<file path="src/rtl/outgoing_packet_tx.sv">
// outgoing_packet_tx
//   Holds the 16-byte outgoing key-exchange packet and serialises it as a framed
//   byte stream: PREAMBLE, PACKET_BYTES payload bytes, optional XOR checksum.
//   The stream uses a valid/ready handshake, and every output is registered.
//   Optional feature macro: PACKET_TX_CHECKSUM_EN appends an XOR-of-payload byte.
//
//   state | meaning
//   IDLE  | waiting for a sending rising edge; buffer writable
//   PRE   | preamble byte presented on tx_data
//   PAY   | payload byte buf[cnt] presented on tx_data
//   CHK   | checksum byte presented (PACKET_TX_CHECKSUM_EN only)
//   END   | frame done; packet_sent pulses, back to IDLE next cycle

module outgoing_packet_tx #(
    parameter int         PACKET_BYTES = 16,
    parameter logic [7:0] PREAMBLE     = 8'hA5
) (
    input  logic       clock,
    input  logic       reset,
    input  logic [3:0] outgoing_packet_write_index,
    input  logic [7:0] outgoing_packet_write_data,
    input  logic       outgoing_packet_write_enable,
    input  logic       outgoing_packet_sending,
    output logic [7:0] tx_data,
    output logic       tx_valid,
    input  logic       tx_ready,
    output logic       busy,
    output logic       packet_sent,
    output logic       write_dropped
);

    typedef enum logic [2:0] {
        S_IDLE,
        S_PRE,
        S_PAY,
        S_END
`ifdef PACKET_TX_CHECKSUM_EN
        , S_CHK
`endif
    } state_t;

    localparam logic [3:0] LAST_IDX = 4'(PACKET_BYTES - 1);

    state_t     state_q;
    logic [7:0] buf_q [PACKET_BYTES];
    logic [7:0] tx_data_q;
    logic       tx_valid_q;
    logic       busy_q;
    logic       packet_sent_q;
    logic       write_dropped_q;
    logic       sending_q;
    logic [3:0] cnt_q;
`ifdef PACKET_TX_CHECKSUM_EN
    logic [7:0] xor_q;
`endif

    logic       index_ok_d;
    logic       write_d;
    logic       start_d;
    logic       accept_d;
    logic [3:0] cnt_next_d;

    assign index_ok_d = ({1'b0, outgoing_packet_write_index} < 5'(PACKET_BYTES));
    assign write_d    = outgoing_packet_write_enable && !busy_q && index_ok_d;
    assign start_d    = outgoing_packet_sending && !sending_q && (state_q == S_IDLE);
    assign accept_d   = tx_valid_q && tx_ready;
    assign cnt_next_d = cnt_q + 4'd1;

    // Packet buffer: writable only while no frame is in flight.
    always_ff @(posedge clock) begin
        if (reset) begin
            for (int i = 0; i < PACKET_BYTES; i++) begin
                buf_q[i] <= '0;
            end
        end else if (write_d) begin
            buf_q[outgoing_packet_write_index] <= outgoing_packet_write_data;
        end
    end

    // Flag writes that were rejected because a frame was being sent.
    always_ff @(posedge clock) begin
        if (reset) begin
            write_dropped_q <= 1'b0;
        end else begin
            write_dropped_q <= outgoing_packet_write_enable && busy_q;
        end
    end

    // Framing FSM; all stream outputs change only on an accept or a start.
    always_ff @(posedge clock) begin
        if (reset) begin
            state_q       <= S_IDLE;
            tx_data_q     <= '0;
            tx_valid_q    <= 1'b0;
            busy_q        <= 1'b0;
            packet_sent_q <= 1'b0;
            sending_q     <= 1'b0;
            cnt_q         <= '0;
`ifdef PACKET_TX_CHECKSUM_EN
            xor_q         <= '0;
`endif
        end else begin
            sending_q     <= outgoing_packet_sending;
            packet_sent_q <= 1'b0;
            case (state_q)
                S_IDLE: begin
                    if (start_d) begin
                        state_q    <= S_PRE;
                        tx_data_q  <= PREAMBLE;
                        tx_valid_q <= 1'b1;
                        busy_q     <= 1'b1;
                    end
                end
                S_PRE: begin
                    if (accept_d) begin
                        state_q   <= S_PAY;
                        cnt_q     <= '0;
                        tx_data_q <= buf_q[0];
`ifdef PACKET_TX_CHECKSUM_EN
                        xor_q     <= '0;
`endif
                    end
                end
                S_PAY: begin
                    if (accept_d) begin
`ifdef PACKET_TX_CHECKSUM_EN
                        xor_q <= xor_q ^ tx_data_q;
`endif
                        if (cnt_q == LAST_IDX) begin
`ifdef PACKET_TX_CHECKSUM_EN
                            state_q   <= S_CHK;
                            tx_data_q <= xor_q ^ tx_data_q;
`else
                            state_q       <= S_END;
                            tx_data_q     <= '0;
                            tx_valid_q    <= 1'b0;
                            busy_q        <= 1'b0;
                            packet_sent_q <= 1'b1;
`endif
                        end else begin
                            cnt_q     <= cnt_next_d;
                            tx_data_q <= buf_q[cnt_next_d];
                        end
                    end
                end
`ifdef PACKET_TX_CHECKSUM_EN
                S_CHK: begin
                    if (accept_d) begin
                        state_q       <= S_END;
                        tx_data_q     <= '0;
                        tx_valid_q    <= 1'b0;
                        busy_q        <= 1'b0;
                        packet_sent_q <= 1'b1;
                    end
                end
`endif
                S_END: begin
                    state_q <= S_IDLE;
                end
                default: begin
                    state_q    <= S_IDLE;
                    tx_valid_q <= 1'b0;
                    busy_q     <= 1'b0;
                end
            endcase
        end
    end

    assign tx_data       = tx_data_q;
    assign tx_valid      = tx_valid_q;
    assign busy          = busy_q;
    assign packet_sent   = packet_sent_q;
    assign write_dropped = write_dropped_q;

endmodule
</file>
<file path="config.mk">
export PLATFORM = sky130hd
export DESIGN_NAME = outgoing_packet_tx
export DESIGN_NICKNAME = d
export VERILOG_FILES = /design/src/rtl/outgoing_packet_tx.sv
export SDC_FILE = /design/constraint.sdc
export NUM_CORES = 1
export LEC_CHECK = 0
export BUFFER_PORTS_ARGS = -buffer_cell sky130_fd_sc_hd__buf_2
export CAP_MARGIN = 40
export CORE_ASPECT_RATIO = 0.6
export CORE_UTILIZATION = 45
export CTS_CLUSTER_SIZE = 16
export DETAILED_ROUTE_END_ITERATION = 12
export MAX_ROUTING_LAYER = met4
export REMOVE_ABC_BUFFERS = 1
export SYNTH_ARGS = -nofsm -noshare
export SYNTH_HDL_FRONTEND = slang
export SYNTH_SLANG_ARGS = --single-unit
</file>
<file path="constraint.sdc">
create_clock -name clock -period 2.85 [get_ports clock]
set_input_delay 0.285 -clock clock [delete_from_list [all_inputs] [get_ports clock]]
set_output_delay 0.285 -clock clock [all_outputs]
set_load 0.02 [all_outputs]
</file>
# Word level (Yosys, flattened, before mapping)
# Memories as Yosys holds them, arrays and structs flattened.
# Index checks and enable logic that the tools add are counted.
classes:
  addsub: 1
  eq_ne: 9
  mux: 27
  n_bitwise: 3
  reduce_logical: 17
ops:
  columns: ["operator", "n"]
  rows:
  - ["2-to-1 mux 8 bit", 5]
  - ["case mux 8 bit (3 select lines)", 1]
  - ["2-to-1 mux 4 bit", 4]
  - ["AND reduction 4 bit", 4]
  - ["2-to-1 mux 3 bit", 4]
  - ["2-to-1 mux 1 bit", 10]
  - ["!= test 2 bit, second input constant", 5]
  - ["case mux 3 bit (3 select lines)", 1]
  - ["case mux 4 bit (2 select lines)", 1]
  - ["OR reduction 8 bit", 1]
  - ["equality test 3 x 2 -> 1 bit, second input constant", 2]
  - ["logical AND 1 bit", 5]
  - ["adder 4 x 1 -> 4 bit, second input constant", 1]
  - ["equality test 4 bit, second input constant", 1]
  - ["equality test 3 x 1 -> 1 bit, second input constant", 1]
  - ["logical NOT 3 bit", 1]
  - ["NOT 1 bit", 3]
  - ["case mux 1 bit (3 select lines)", 1]
  - ["nonzero test 3 bit", 1]
  - ["OR reduction 3 bit", 1]
  - ["logical NOT 1 bit", 2]
  - ["nonzero test 2 bit", 1]
  - ["OR reduction 2 bit", 1]
totals:
  ff_bits: 19
  mem_bits_rw: 128
  input_bits: 17
  out_inout_bits: 12
  wordCells: 65
  memories: 1
mem_list:
  columns: ["memory", "words", "width", "rd", "rd_ports_with_merged_regs", "write_ports", "line_no", "rtl"]
  rows:
  - ["buf_q", 16, 8, 2, 0, 16, "45", "logic [7:0] buf_q [PACKET_BYTES];"]

# Logic depth before layout (Yosys ltp)
depth:
  word_depth: 7
  mapped_depth: 10
  ltp_nobuf: 7

# Least setup slack after synthesis
# No wires, ideal clock.
synth_timing:
  kind: "flip-flop to flip-flop"
  from: "reg cnt_q[1]"
  to: "reg tx_data_q[0] (netlist: tx_data[0])"
  setup_time_ps: 117
  arrival_ps: 1951
  slack_ps: 782
  stages_incl_launch_ff: 8
  n_path_buf: 2
  synth_period_minus_slack_ps: 2068
  cell_sequence: "dfxtp_1 > ha_1 > clkbuf_1 > clkbuf_1 > mux4_2 > mux2_2 > a32oi_1 > nand2_1"
synth_between:
  elab_chain_cells: 5
  elab_cells_between_ends: 6
  cone_classes: "add/sub: 1; eq/ne: 1; mux: 3; memory: 1"
synth_rtl:
  columns: ["item", "line_no", "rtl"]
  rows:
  - ["start: declaration", "52", "logic [3:0] cnt_q;"]
  - ["start signal: assignment", "141", "cnt_q <= cnt_next_d;"]
  - ["adder 4 x 1 -> 4 bit", "67", "assign cnt_next_d = cnt_q + 4'd1;"]
  - ["memory (16 x 8 bit)", null, null]
  - ["2-to-1 mux 8 bit *", "129", "if (cnt_q == LAST_IDX) begin"]
  - ["2-to-1 mux 8 bit *", "125", "if (accept_d) begin"]
  - ["case mux 8 bit (3 select lines) *", "105", "case (state_q)"]
  - ["end signal: assignment", "118", "tx_data_q <= buf_q[0];"]
  - ["end signal: assignment", "142", "tx_data_q <= buf_q[cnt_next_d];"]
  - ["end: declaration", "46", "logic [7:0] tx_data_q;"]
# Mark *: on every way between the ends. The rest lies on a longest branch, timed or not. The select of a mux whose other input is x is not followed.
# A chain may end at the register's enable or synchronous reset.

# Worst setup path after layout
layout_timing:
  from: "reg state_q[1]"
  to: "reg tx_data_q[6] (netlist: tx_data[6])"
layout_between:
  elab_chain_cells: 4
  elab_cells_between_ends: 10
  cone_classes: "eq/ne: 5; mux: 1; reduce/logical: 4"
layout_rtl:
  columns: ["item", "line_no", "rtl"]
  rows:
  - ["start: declaration", "44", "state_t state_q;"]
  - ["start signal: assignment", "92", "state_q <= S_IDLE;"]
  - ["start signal: assignment", "108", "state_q <= S_PRE;"]
  - ["start signal: assignment", "116", "state_q <= S_PAY;"]
  - ["logical NOT 3 bit", "65, 105", null]
  - ["logical AND 1 bit", "65", "assign start_d = outgoing_packet_sending && !sending_q && (state_q == S_IDLE);"]
  - ["!= test 2 bit (no line)", null, null]
  - ["AND reduction 4 bit (no line)", null, null]
# Parallel ways exist; a longest one is shown, timed or not.

==> summary.md <==
| Metric | Value |
|---|---|
| Residual DRC count | `0` |
| Number of global-route vias before repair | `4251` |
| Post-Route Skew | `0.0113 ns` |
| CP arrival | `2.82 ns` |
| Reg power frac | `0.451` |
| First-pass GRT wire length | `approximately 26000 µm` |
| 1st-iter DRT viols | `between 300 and 400` |
| # port buffers | `28` |
| Setup bufs post-CTS | `0` |
| CP required | `between 3 and 4 ns` |
| Detail Route Antenna Nets | `0` |
| YS warnings | `0` |
| Top delay family on crit path | `compound AO/OA/AOI/OAI gates` |
| Cts repair resizes | `0` |
| Number of detailed-route iterations in the first pass | `5` |
| Final core utilization | `0.539` |
| Vias per inst | `5.49` |
| Synthesized cell area | `6970 µm²` |
| Outcome | `finished clean` |
| Die Ht | `98.4 µm` |
| Number of synthesized flops with an enable pin | `128` |
| Slew at the pin with the worst max-slew slack | `0.737 ns` |
| NetSw | `1.50 mW` |
| Syn Inst Count | `503` |
| Clk root buf | `clkbuf_16` |
| Switching share of power | `0.268` |
| Final setup violation count | `0` |
| CTS Sinks | `between 100 and 150` |
| CTS Buf Count | `17` |
| Post-route minimum period | `2.49 ns` |
| Final hold viol count | `0` |
| Total gr overflow | `0` |
| Worst r2r src | `state_q[1]` |
| Crit-path slowest cell | `a221o_1` |
| Rows | `34` |
| Ant diodes | `0` |
| Synth-to-layout area growth | `14.3%` |
| Worst r2r path cells | `7` |
| Initial Utilization | `0.471` |
| Largest net degree at the start of global routing | `36` |
| Antenna violations before repair | `0` |
| Slowest stage delay, CP | `0.59 ns` |
| Via count | `~4100` |
| Max-Cap Viols | `0` |
| Hold path cells | `2` |
| Internal power | `4.12 mW` |
| Max clock buf depth | `2` |
| CP Capture Type | `flop` |
| Avg WL per Cell | `21.9 µm` |
| Fmax | `~400 MHz` |
| Total core area | `14800 µm²` |
| Worst reg2reg path endpoint | `tx_data[6]` |
| Nets@finish | `566` |
| Yosys reg bits | `146` |
| Setup CP Type | `flop to flop` |
| Max VDD drop | `between 0.3 and 0.4 mV` |
| Synth cell types | `37` |
| I/O Pins | `29` |
| Die area | `approximately 16000 µm²` |
| Pleak | `2.95 nW` |
| Fin crit share | `0.872` |
| Sequential element share of the synthesized area | `0.603` |
| WHS Endpoint | `sending_q` |
| Max-slew violations | `0` |
| Layout cell share with drive strength beyond 1 | `0.263` |
| Critical Path Start Type | `flop` |
| Worst-path clk slew | `0.07 ns` |
| Worst slew margin | `0.506` |
| Clock Latency Late Sink | `around 0.42 ns` |
| Buffers plus inverters on the worst setup path | `1` |
| Hold Buf Count CTS | `0` |
| Mean post-synth cell area | `about 14 µm²` |
| Drt total wl | `around 17000 µm` |
| Die span in x | `163 µm` |
| Dominant synthesized flop cell | `edfxtp_1` |
| Final GP Congestion | `about 0.81` |
| Worst min path class | `primary input to flop` |
| Hold_sp | `outgoing_packet_sending` |
| R2R Setup Slk | `0.36 ns` |
| Gate power share | `0.146` |
| Power per Cell Area | `705 nW/µm²` |
| Clk pwr share | `0.403` |
| Synth async-reset ratio | `0` |
| Total Routing Usage GR | `0.232` |
| H-tree depth | `4` |
| HPWL after DPL | `11300 µm` |
| TritonCTS clock tree | `yes` |
| Crit-path max FO | `17` |
| RSZ-0062 raised after global routing | `false` |
| Overall power | `about 5.6 mW` |
| Cell Chain, Critical Path | `inv_1 > ha_1 > or2_1 > a221o_1 > nor2_4 > a32oi_1 > o22ai_1` |
per-stage QoR:
| stage | worst slack, ns | setup TNS, ns | hold WS, ns | std cells | instance area [µm²] |
|---|---|---|---|---|---|
| floorplan | -0.649 | -5.28 | 0.354 | 475 | 6810 |
| global placement | 0.568 | 0 | 0.500 | 722 | 7380 |
| detailed placement | 0.446 | 0 | 0.516 | 722 | 7380 |
| CTS | 0.414 | 0 | 0.116 | 753 | 7970 |
| global route | 0.244 | 0 | 0.148 | 753 | 7970 |
| finish | 0.363 | 0 | 0.128 | 753 | 7970 |
per-layer routing:
metal	global-route usage	up-vias	part of all wire
li1	-	1916	-
met1	0.331	2086	0.49
met2	0.321	114	0.44
met3	0.0636	18	0.061
met4	0.0697	0	0.016
met5	-	-	0
sequential cells by signal, indices dropped and copies added (netlist names):
signal / flops
buf_q: 128
tx_data: 8
cnt_q: 4
state_q: 2
busy: 1
packet_sent: 1
sending_q: 1
write_dropped: 1
power by group through the flow:
| stage | clock, mW | combinational (mW) | sequential [mW] |
|---|---|---|---|
| after floorplan | 0 | 0.512 | 2.60 |
| after global placement | 0 | 0.788 | 2.57 |
| after detailed placement | 0 | 0.809 | 2.58 |
| after CTS | 2.30 | 0.812 | 2.54 |
| after global routing | 2.39 | 0.906 | 2.55 |
| final | 2.27 | 0.818 | 2.53 |
cells in the mapped netlist, drive strengths merged (2+ instances only):
cell,instances,area (µm²)
a21oi,18,90.1
nor2b,5,31.3
o21ai,4,20.0
nand2,19,71.3
a21bo,4,40.0
o22ai,4,25.0
or2,17,106
o21a,2,15.0
clkbuf,16,60.1
inv,8,30.0
ha,6,75.1
dfxtp,18,360
nand2b,3,18.8
mux2,12,135
and2,129,807
nor3,6,30.0
edfxtp,128,3840
buf,12,103
mux4,32,721
mux2i,6,60.1
a32oi,8,70.1
nand3,5,25.0
nor2,26,105
a211oi,6,45.0
cells in the final DEF (no fill, tap or decap), drive strengths merged, types with 6 or more instances in the layout:
| master | n |
|---|---|
| nor3 | 6 |
| inv | 10 |
| a21oi | 18 |
| or2 | 17 |
| a32oi | 8 |
| dfxtp | 18 |
| buf | 49 |
| clkbuf | 18 |
| clkinv | 7 |
| a211oi | 6 |
| nor2 | 26 |
| mux2 | 12 |
| edfxtp | 128 |
| mux2i | 6 |
| and2 | 129 |
| ha | 6 |
| nand2 | 19 |
| mux4 | 32 |
layout make-up:
cell class              count  area [µm²]
clock inverters            13         160
clock buffers              18         429
fillers                  1268        6830
inverters                   8        30.0
well taps                 198         248
repair buffers             49         323
multi-input cells         321        2580
flip-flops and latches    146        4210
worst max path at each step:
stage                     from          to  slack (ns)  depth (start not counted)
CTS                 state_q[1]  tx_data[6]        0.41                          7
finish              state_q[1]  tx_data[6]        0.36                          7
floorplan             cnt_q[0]  tx_data[0]       -0.65                          5
detailed placement  state_q[1]  tx_data[6]        0.45                          7
global route        state_q[1]  tx_data[6]        0.24                          7
global placement    state_q[1]  tx_data[1]        0.57                          7
cell families after synthesis:
group                      synth area share
and+or+nand+nor                       0.175
AOI/OAI and AO/OA                    0.0475
xor gates and xnor gates            0.00467
DFF                                   0.603
adders and majority gates            0.0108
buffers and inverters                0.0276
muxes                                 0.131
(Power assumes the default switching activity.)
